===== src/rtl/uart_baud_ctrl.sv =====
// uart_baud_ctrl
// Owns the baud divisor shared by the UART RX and TX baud generators.
// A divisor change is applied only after the link has been idle for
// GUARD_CYCLES consecutive cycles. It is then followed by a one-cycle
// soft_reset_request and a settle window of GUARD_CYCLES cycles.
//
// Ports
//   clk                 system clock; all logic runs on its rising edge
//   rst_n               asynchronous active-low reset
//   cfg_wr              single-cycle request to change the divisor
//   cfg_divisor[15:0]   requested cycles per bit, sampled with cfg_wr
//   rx_busy / tx_busy   a receive / transmit frame is in progress
//   baud_divisor[15:0]  divisor driven to the baud generators
//   soft_reset_request  one-cycle pulse that resynchronises RX/TX
//   hold_tx             blocks new TX frame starts while a switch is pending
//   cfg_busy            high while not IDLE
//   cfg_done            one-cycle pulse when a request completes
//   cfg_error           one-cycle pulse when a request is rejected or aborted
// Every output comes straight from a flop.
module uart_baud_ctrl #(
    parameter int unsigned CLK_FREQ_HZ     = 125_000_000,
    parameter int unsigned BAUD_RATE       = 9600,
    parameter int unsigned GUARD_CYCLES    = 16,
    parameter int unsigned QUIESCE_TIMEOUT = 1_048_576
) (
    input  logic        clk,
    input  logic        rst_n,
    input  logic        cfg_wr,
    input  logic [15:0] cfg_divisor,
    input  logic        rx_busy,
    input  logic        tx_busy,
    output logic [15:0] baud_divisor,
    output logic        soft_reset_request,
    output logic        hold_tx,
    output logic        cfg_busy,
    output logic        cfg_done,
    output logic        cfg_error
);

    // ceil(clk/baud), clamped into the 16-bit divisor range.
    function automatic logic [15:0] calc_default_div(input longint unsigned clk_hz,
                                                     input longint unsigned baud);
        longint unsigned q;
        if (baud == 64'd0) begin
            return 16'd1;
        end
        q = (clk_hz + baud - 64'd1) / baud;
        if (q < 64'd1) begin
            q = 64'd1;
        end
        if (q > 64'd65535) begin
            q = 64'd65535;
        end
        return q[15:0];
    endfunction

    localparam logic [15:0] DEFAULT_DIV = calc_default_div(64'(CLK_FREQ_HZ), 64'(BAUD_RATE));
    localparam logic [15:0] GUARD_LIM   = 16'(GUARD_CYCLES);
    localparam logic [31:0] TIMEOUT_LIM = 32'(QUIESCE_TIMEOUT);

    typedef enum logic [1:0] {
        IDLE   = 2'd0,
        DRAIN  = 2'd1,
        APPLY  = 2'd2,
        SETTLE = 2'd3
    } state_t;

    state_t      state_q, state_d;
    logic [15:0] pending_q, pending_d;
    logic [15:0] guard_q, guard_d;      // idle count in DRAIN, settle count in SETTLE
    logic [31:0] timeout_q, timeout_d;
    logic        queue_vld_q, queue_vld_d;
    logic [15:0] queue_div_q, queue_div_d;
    logic [15:0] div_q, div_d;
    logic        srr_q, srr_d;
    logic        hold_q, hold_d;
    logic        busy_q, busy_d;
    logic        done_q, done_d;
    logic        err_q, err_d;

    logic        req_vld;
    logic [15:0] req_div;
    logic        wr_nonzero;

    assign wr_nonzero = cfg_wr && (cfg_divisor != 16'd0);

    always_comb begin
        state_d     = state_q;
        pending_d   = pending_q;
        guard_d     = guard_q;
        timeout_d   = timeout_q;
        queue_vld_d = queue_vld_q;
        queue_div_d = queue_div_q;
        div_d       = div_q;
        srr_d       = 1'b0;
        done_d      = 1'b0;
        err_d       = 1'b0;
        req_vld     = 1'b0;
        req_div     = 16'd0;

        unique case (state_q)
            IDLE: begin
                // A live write is newer than anything queued during the
                // previous switch, so it wins and the queue is dropped.
                if (cfg_wr) begin
                    req_vld     = 1'b1;
                    req_div     = cfg_divisor;
                    queue_vld_d = 1'b0;
                end else if (queue_vld_q) begin
                    req_vld     = 1'b1;
                    req_div     = queue_div_q;
                    queue_vld_d = 1'b0;
                end
                if (req_vld) begin
                    if (req_div == 16'd0) begin
                        err_d = 1'b1;
                    end else if (req_div == div_q) begin
                        done_d = 1'b1;
                    end else begin
                        pending_d = req_div;
                        guard_d   = 16'd0;
                        timeout_d = 32'd0;
                        state_d   = DRAIN;
                    end
                end
            end

            DRAIN: begin
                if (guard_q >= GUARD_LIM) begin
                    // A completed guard window beats a same-cycle timeout.
                    state_d = APPLY;
                end else if ((timeout_q >= TIMEOUT_LIM) && !wr_nonzero) begin
                    err_d   = 1'b1;
                    state_d = IDLE;
                end else begin
                    guard_d   = (rx_busy || tx_busy) ? 16'd0 : guard_q + 16'd1;
                    timeout_d = timeout_q + 32'd1;
                end
                // A fresh request restarts the timeout but keeps idle progress.
                if (wr_nonzero) begin
                    pending_d = cfg_divisor;
                    timeout_d = 32'd0;
                end
            end

            APPLY: begin
                div_d   = pending_q;
                srr_d   = 1'b1;
                guard_d = 16'd0;
                state_d = SETTLE;
            end

            SETTLE: begin
                if (guard_q >= GUARD_LIM) begin
                    done_d  = 1'b1;
                    state_d = IDLE;
                end else begin
                    guard_d = guard_q + 16'd1;
                end
            end

            default: begin
                state_d = IDLE;
            end
        endcase

        // Writes arriving mid-switch are parked; the last one wins.
        if ((state_q == APPLY || state_q == SETTLE) && wr_nonzero) begin
            queue_vld_d = 1'b1;
            queue_div_d = cfg_divisor;
        end

        hold_d = (state_d != IDLE);
        busy_d = (state_d != IDLE);
    end

    always_ff @(posedge clk or negedge rst_n) begin
        if (!rst_n) begin
            state_q     <= IDLE;
            pending_q   <= 16'd0;
            guard_q     <= 16'd0;
            timeout_q   <= 32'd0;
            queue_vld_q <= 1'b0;
            queue_div_q <= 16'd0;
            div_q       <= DEFAULT_DIV;
            srr_q       <= 1'b0;
            hold_q      <= 1'b0;
            busy_q      <= 1'b0;
            done_q      <= 1'b0;
            err_q       <= 1'b0;
        end else begin
            state_q     <= state_d;
            pending_q   <= pending_d;
            guard_q     <= guard_d;
            timeout_q   <= timeout_d;
            queue_vld_q <= queue_vld_d;
            queue_div_q <= queue_div_d;
            div_q       <= div_d;
            srr_q       <= srr_d;
            hold_q      <= hold_d;
            busy_q      <= busy_d;
            done_q      <= done_d;
            err_q       <= err_d;
        end
    end

    assign baud_divisor       = div_q;
    assign soft_reset_request = srr_q;
    assign hold_tx            = hold_q;
    assign cfg_busy           = busy_q;
    assign cfg_done           = done_q;
    assign cfg_error          = err_q;

endmodule


===== config.mk =====
export PLATFORM = sky130hd
export DESIGN_NAME = uart_baud_ctrl
export DESIGN_NICKNAME = d
export VERILOG_FILES = /design/src/rtl/uart_baud_ctrl.sv
export SDC_FILE = /design/constraint.sdc
export NUM_CORES = 1
export LEC_CHECK = 0
export BUFFER_PORTS_ARGS = -buffer_cell sky130_fd_sc_hd__buf_2
export CAP_MARGIN = 5
export CELL_PAD_IN_SITES_DETAIL_PLACEMENT = 1
export CELL_PAD_IN_SITES_GLOBAL_PLACEMENT = 1
export CORE_MARGIN = 2
export CORE_UTILIZATION = 51
export CTS_CLUSTER_DIAMETER = 50
export DETAILED_ROUTE_END_ITERATION = 16
export GPL_ROUTABILITY_DRIVEN = 0
export GPL_TIMING_DRIVEN = 0
export HOLD_SLACK_MARGIN = 0.12
export MAX_ROUTING_LAYER = met4
export PLACE_DENSITY_LB_ADDON = 0.1
export SETUP_SLACK_MARGIN = 0.2
export SLEW_MARGIN = 10
export SYNTH_ARGS = -nofsm -noshare
export SYNTH_HDL_FRONTEND = slang
export SYNTH_SLANG_ARGS = --single-unit
export TNS_END_PERCENT = 100

===== constraint.sdc =====
create_clock -name clk -period 6 [get_ports clk]
set_input_delay 0.3 -clock clk [delete_from_list [all_inputs] [get_ports clk]]
set_output_delay 0.3 -clock clk [all_outputs]
set_load 0.005 [all_outputs]

; ---- Yosys cells after proc, flatten, opt, wreduce, memory -nomap -nowiden
; Cells that the tools add are included.
[totals]
register_bits = 103
latch_bits = 0
ramBits = 0
romBits = 0
in_bits = 21
output_inout_bits = 21
word_cells = 89
mem_count = 0
[op_classes]
addsub = 2
n_mul = 0
div_mod_pow = 0
order_cmp = 2
eq_ne = 13
shift = 0
mux = 46
bitwise = 0
n_reduce_logical = 15
[op_table]
columns = cell, count
row1 = two-way mux 16 bit, 14
row2 = two-way mux 32 bit, 6
row3 = case mux 16 bit (4 select lines), 1
row4 = case mux 32 bit (2 select lines), 1
row5 = "adder 32 x 1 -> 32 bit, second input constant", 1
row6 = ">= comparator 32 x 21 -> 1 bit, second input constant", 1
row7 = case mux 16 bit (2 select lines), 1
row8 = "adder 16 x 1 -> 16 bit, second input constant", 1
row9 = equality test 16 bit, 1
row10 = ">= comparator 16 x 5 -> 1 bit, second input constant", 1
row11 = zero test 16 bit, 1
row12 = nonzero test 16 bit, 1
row13 = two-way mux 1 bit, 14
row14 = two-way mux 2 bit, 6
row15 = "!= test 2 bit, second input constant", 6
row16 = AND reduction 6 bit, 2
row17 = case mux 2 bit (4 select lines), 1
row18 = "!= test 3 bit, second input constant", 2
row19 = nonzero test 2 bit, 3
row20 = AND reduction 5 bit, 1
row21 = "equality test 2 bit, second input constant", 2
row22 = case mux 1 bit (2 select lines), 2
row23 = logical AND 1 bit, 3
row24 = "equality test 2 x 1 -> 1 bit, second input constant", 1
row25 = other kinds (4), 5

; ---- Depth between registers and ports, before layout
[logic_depth]
ltp_word = 9
mapped_depth = 11
mapped_depth_nobuf = 9

; ---- Worst setup path before layout
; No wires, ideal clock.
[synth_timing]
path_kind = reg-to-reg
startpoint = register div_q[2] (netlist: baud_divisor[2])
endpoint = register pending_q[10]
setup_time_ps = 125
arrival_time_ps = 2477
required_ps = 5875
slack_ps = 3399
stages_incl_launch_ff = 8
path_buffers = 1
synth_period_minus_slack_ps = 2601
cell_sequence = dfstp_2 -> nand2_1 -> or4b_1 -> a311oi_1 -> nand4_2 -> o211ai_1 -> buf_2 -> mux2_2
[synth_between]
elab_chain_cells = 3
[synth_lines]
columns = element, line
row1 = "start, declared", 74  ; logic [15:0] div_q, div_d;
row2 = "start signal, assigned", 198  ; div_q <= div_d;
row3 = equality test 16 bit, 117  ; end else if (req_div == div_q) begin
row4 = != test 2 bit (no source line), -
row5 = AND reduction 5 bit (no source line), -
row6 = "end signal, assigned", 193  ; pending_q <= pending_d;
row7 = "end, declared", 69  ; logic [15:0] pending_q, pending_d;
; No other way between the ends.
; A chain may end at the register's enable or synchronous reset.

; ---- Worst setup path in the final report
[layout_timing]
startpoint = register queue_vld_q
endpoint = register pending_q[10]
[layout_between]
elab_chain_cells = 7
elab_cells_between_ends = 16
cone_classes = 4 x eq/ne / 10 x mux / 2 x reduce/logical
[layout_lines]
columns = element, line
row1 = "start, declared", 72  ; logic queue_vld_q, queue_vld_d;
row2 = "start signal, assigned", 196  ; queue_vld_q <= queue_vld_d;
row3 = "parallel branches: the longest is 7 deep, another holds two-way mux 16 bit", -
; Parallel ways; which one is timed is not known. The select of a mux whose other input is x is not followed.

==> summary.txt <==
Global route
  – Total track usage: between 20 and 30%
  – Vias in the first global route: a little under 5000
  – Largest net degree at the start of global routing: 68
  – First-pass GRT wire length: roughly 25000 µm
  – Initial antenna violation count: 0
  – Grt total ovfl: 0

Yosys
  – Unique masters post-synth: 65
  – Top cells by count, synth: dfrtp_1, nand2_1, mux2_2, a21oi_1, o21ai_0
  – Synth warn: 0
  – Cell with the most instances after synthesis: dfrtp_1
  – Mapped cell area: approximately 5600 µm²
  – Async SR Flop Fraction: 100%
  – Top cell type's share of synthesized area: a little over two fifths
  – Net Count, Synth: about 600
  – Register area share after synthesis: between 40% and 50%
  – Synth area leaders: dfrtp_1, mux2_2, dfstp_2
  – Ys flop type: dfrtp_1
  – Post-synth EDFFs: 0
  – Register bit total from synthesis: ~100
  – Cells after Synth: 566
  – Dominant cell type by area after synthesis: dfrtp_1
  – Syn_area_per_cell: 9.98 µm²

Setup path
  – Crit-path max FO: 10
  – Startpoint Class: register
  – CP required: 6.29 ns
  – Setup crit end kind: register
  – Type of the worst setup path: reg -> reg
  – WP data arrival: 3.50 ns

STA
  – Final Max Slew Viols: 0
  – FMAX: 0.311 GHz
  – Skew final: between 0.015 and 0.02 ns
  – Fin worst setup slack: approximately 2.8 ns
  – Final setup viols: 0
  – Setup TNS: 0 ns
  – RSZ-0062 raised after global routing: false
  – Worst slew pin tran: between 0.8 and 0.9 ns
  – Crit share post-route: 53.5%
  – Final min period: roughly 3.2 ns
  – Hold Violations, Final: 0
  – Slew margin rel.: a little over two fifths

Layout
  – Area growth from synthesis to layout: 11.7%
  – Cell Count, Final, Fillers Out: ~770
  – Fill cells: 1236
  – Nets@finish: 649
  – Fin area: 6310 µm²
  – Layout cells sized above 1: between 20% and 30%
  – # diodes: 0

Floorplan
  – Die area: between 10000 and 15000 µm²
  – Core box area: between 10000 and 15000 µm²
  – I/O pins: 42
  – Std cell rows: 38
  – Die Ht: ~110 µm
  – Die width: about 110 µm
  – Starting Density: a little over half

Power
  – Power per Cell Area: between 300 and 400 nW/µm²
  – Peak supply drop: between 0.0002 and 0.0003 V
  – Total power draw: ~2.5 mW
  – Leak: between 2 and 3 nW

Placement
  – Post-DP HPWL: around 11000 µm
  – Placed instance area: roughly 6100 µm²
  – IO buf count: 41
  – DP Worst Slack: about 2.8 ns
  – Dpl cells: about 750

Clocking
  – CTS tree: built
  – CTS max path bufs: 2
  – Cts repair resizes: 0
  – Clk Latency, worst-skew pair: 0.40 ns
  – Clk sinks: around 100
  – Clock transition at the registers of the reported paths: approximately 0.10 ns
  – CTS Buf Count: 9
  – Clk root buf: clkbuf_8
  – CTS H-tree depth: 3

Detailed routing
  – Detailed Route Iter0 Violations: 309
  – Routed wire length: about 16000 µm
  – Drt first pass iters: 5
  – Vias per inst: a little over 6
  – Residual DRC: 0
  – Avg WL per Cell: 20.4 µm
  – Antenna-violating nets left: 0
  – Via count: 4743

Outcome
  – Status: finished, final reports clean

Job
  – Max-cap violations: 0

Min path
  – Hold Crit Class: in -> reg
## per-stage QoR
| step | util [%] | hold slack (ns) |
|---|---|---|
| after CTS | 58.2 | 0.165 |
| after global placement | 55.6 | 0.470 |
| after floorplan | - | 0.00441 |
| final | 58.2 | 0.184 |
| after detailed placement | 55.9 | 0.226 |
| after global routing | 58.2 | 0.167 |
## critical path, stage by stage, from the launching register on
cell       delay, ns
dfrtp_1         0.34
buf_2           0.19
buf_2           0.25
a21o_1          0.14
o211ai_1        0.09
a2111oi_1       0.53
nand4_2         0.42
o211ai_1        0.44
buf_2           0.34
mux2_2          0.37
## cell type report
class                           instances  area, µm²  share of cell area (%)
Buffer                                 27        158                    2.50
Clock buffer                           11        131                    2.08
Clock inverter                          5        106                    1.69
Inverter                               16       60.1                   0.952
Multi-Input combinational cell        420       2840                    45.0
Sequential cell                       103       2590                    41.0
Tap cell                              140        175                    2.78
Timing Repair Buffer                   43        249                    3.95
## state kept, by name (all words and copies together), names as in the netlist
signal,flops
cfg_error,1
cfg_busy,1
guard_q,16
baud_divisor,16
state_q,2
queue_vld_q,1
soft_reset_request,1
queue_div_q,16
cfg_done,1
pending_q,16
timeout_q,32
## cell usage in the layout (no fill, tap or decap), drive strengths merged, types with 6 or more instances in the layout
master / Yosys / routed
mux2: 49 / 49
dfstp: 9 / 9
nor3: 9 / 9
or3: 18 / 18
dfrtp: 94 / 94
nor4: 23 / 23
o21ai: 49 / 49
ha: 8 / 8
and3: 10 / 10
and2: 8 / 8
nand4: 12 / 12
buf: 18 / 60
xnor2: 12 / 12
clkbuf: 9 / 20
nand2: 57 / 57
a21oi: 32 / 32
a2bb2oi: 11 / 11
o21a: 12 / 12
or4: 6 / 6
nor2: 20 / 20
nand3: 19 / 19
inv: 16 / 16
a211oi: 6 / 6
## report_power, final
part | internal [mW] | switching [mW] | leakage (nW)
Sequential | 0.892 | 0.225 | 1.33
Combinational | 0.386 | 0.436 | 1.17
Clock | 0.278 | 0.255 | 0.114
## cells by family after synthesis
family          Yosys count  share of synthesized area, %
fa+ha+maj                 8                          1.77
mux                      50                          9.94
simple gates            208                          20.1
buf+inv                  43                          3.85
compound gates          139                          16.2
xor+xnor                 15                          2.33
flops                   103                          45.8
## final timing paths
check,start,to,slack [ns],depth (start not counted)
max,queue_vld_q$_DFFE_PN0P_,pending_q[10]$_DFFE_PN0P_,2.79,9
min,cfg_divisor[10],queue_div_q[10]$_DFFE_PN0P_,0.18,2
max reg2reg,queue_vld_q$_DFFE_PN0P_,pending_q[10]$_DFFE_PN0P_,2.79,9
min reg2reg,timeout_q[31]$_DFFE_PN0P_,timeout_q[31]$_DFFE_PN0P_,0.50,1
max in group asynchronous,rst_n,baud_divisor[7]$_DFFE_PN1P_,4.94,3
min in group asynchronous,rst_n,timeout_q[24]$_DFFE_PN0P_,0.36,2
## per-layer routing
| layer | GRT usage [%] | share of wire (%) | wire (µm) | vias up |
|---|---|---|---|---|
| met4 | 7.96 | 1.6 | 257 | 0 |
| met2 | 48.7 | 51 | 7880 | 83 |
| met5 | - | 0 | 0 | - |
| li1 | - | - | - | 2208 |
| met3 | 5.14 | 3.3 | 514 | 21 |
| met1 | 36.0 | 45 | 6950 | 2431 |
## timing repair
action,4_1_cts,5_1_grt
setup buffers,0,0
hold endpoints to repair,36,0
hold buffers,1,0
Power figures use the tool's default switching activity.
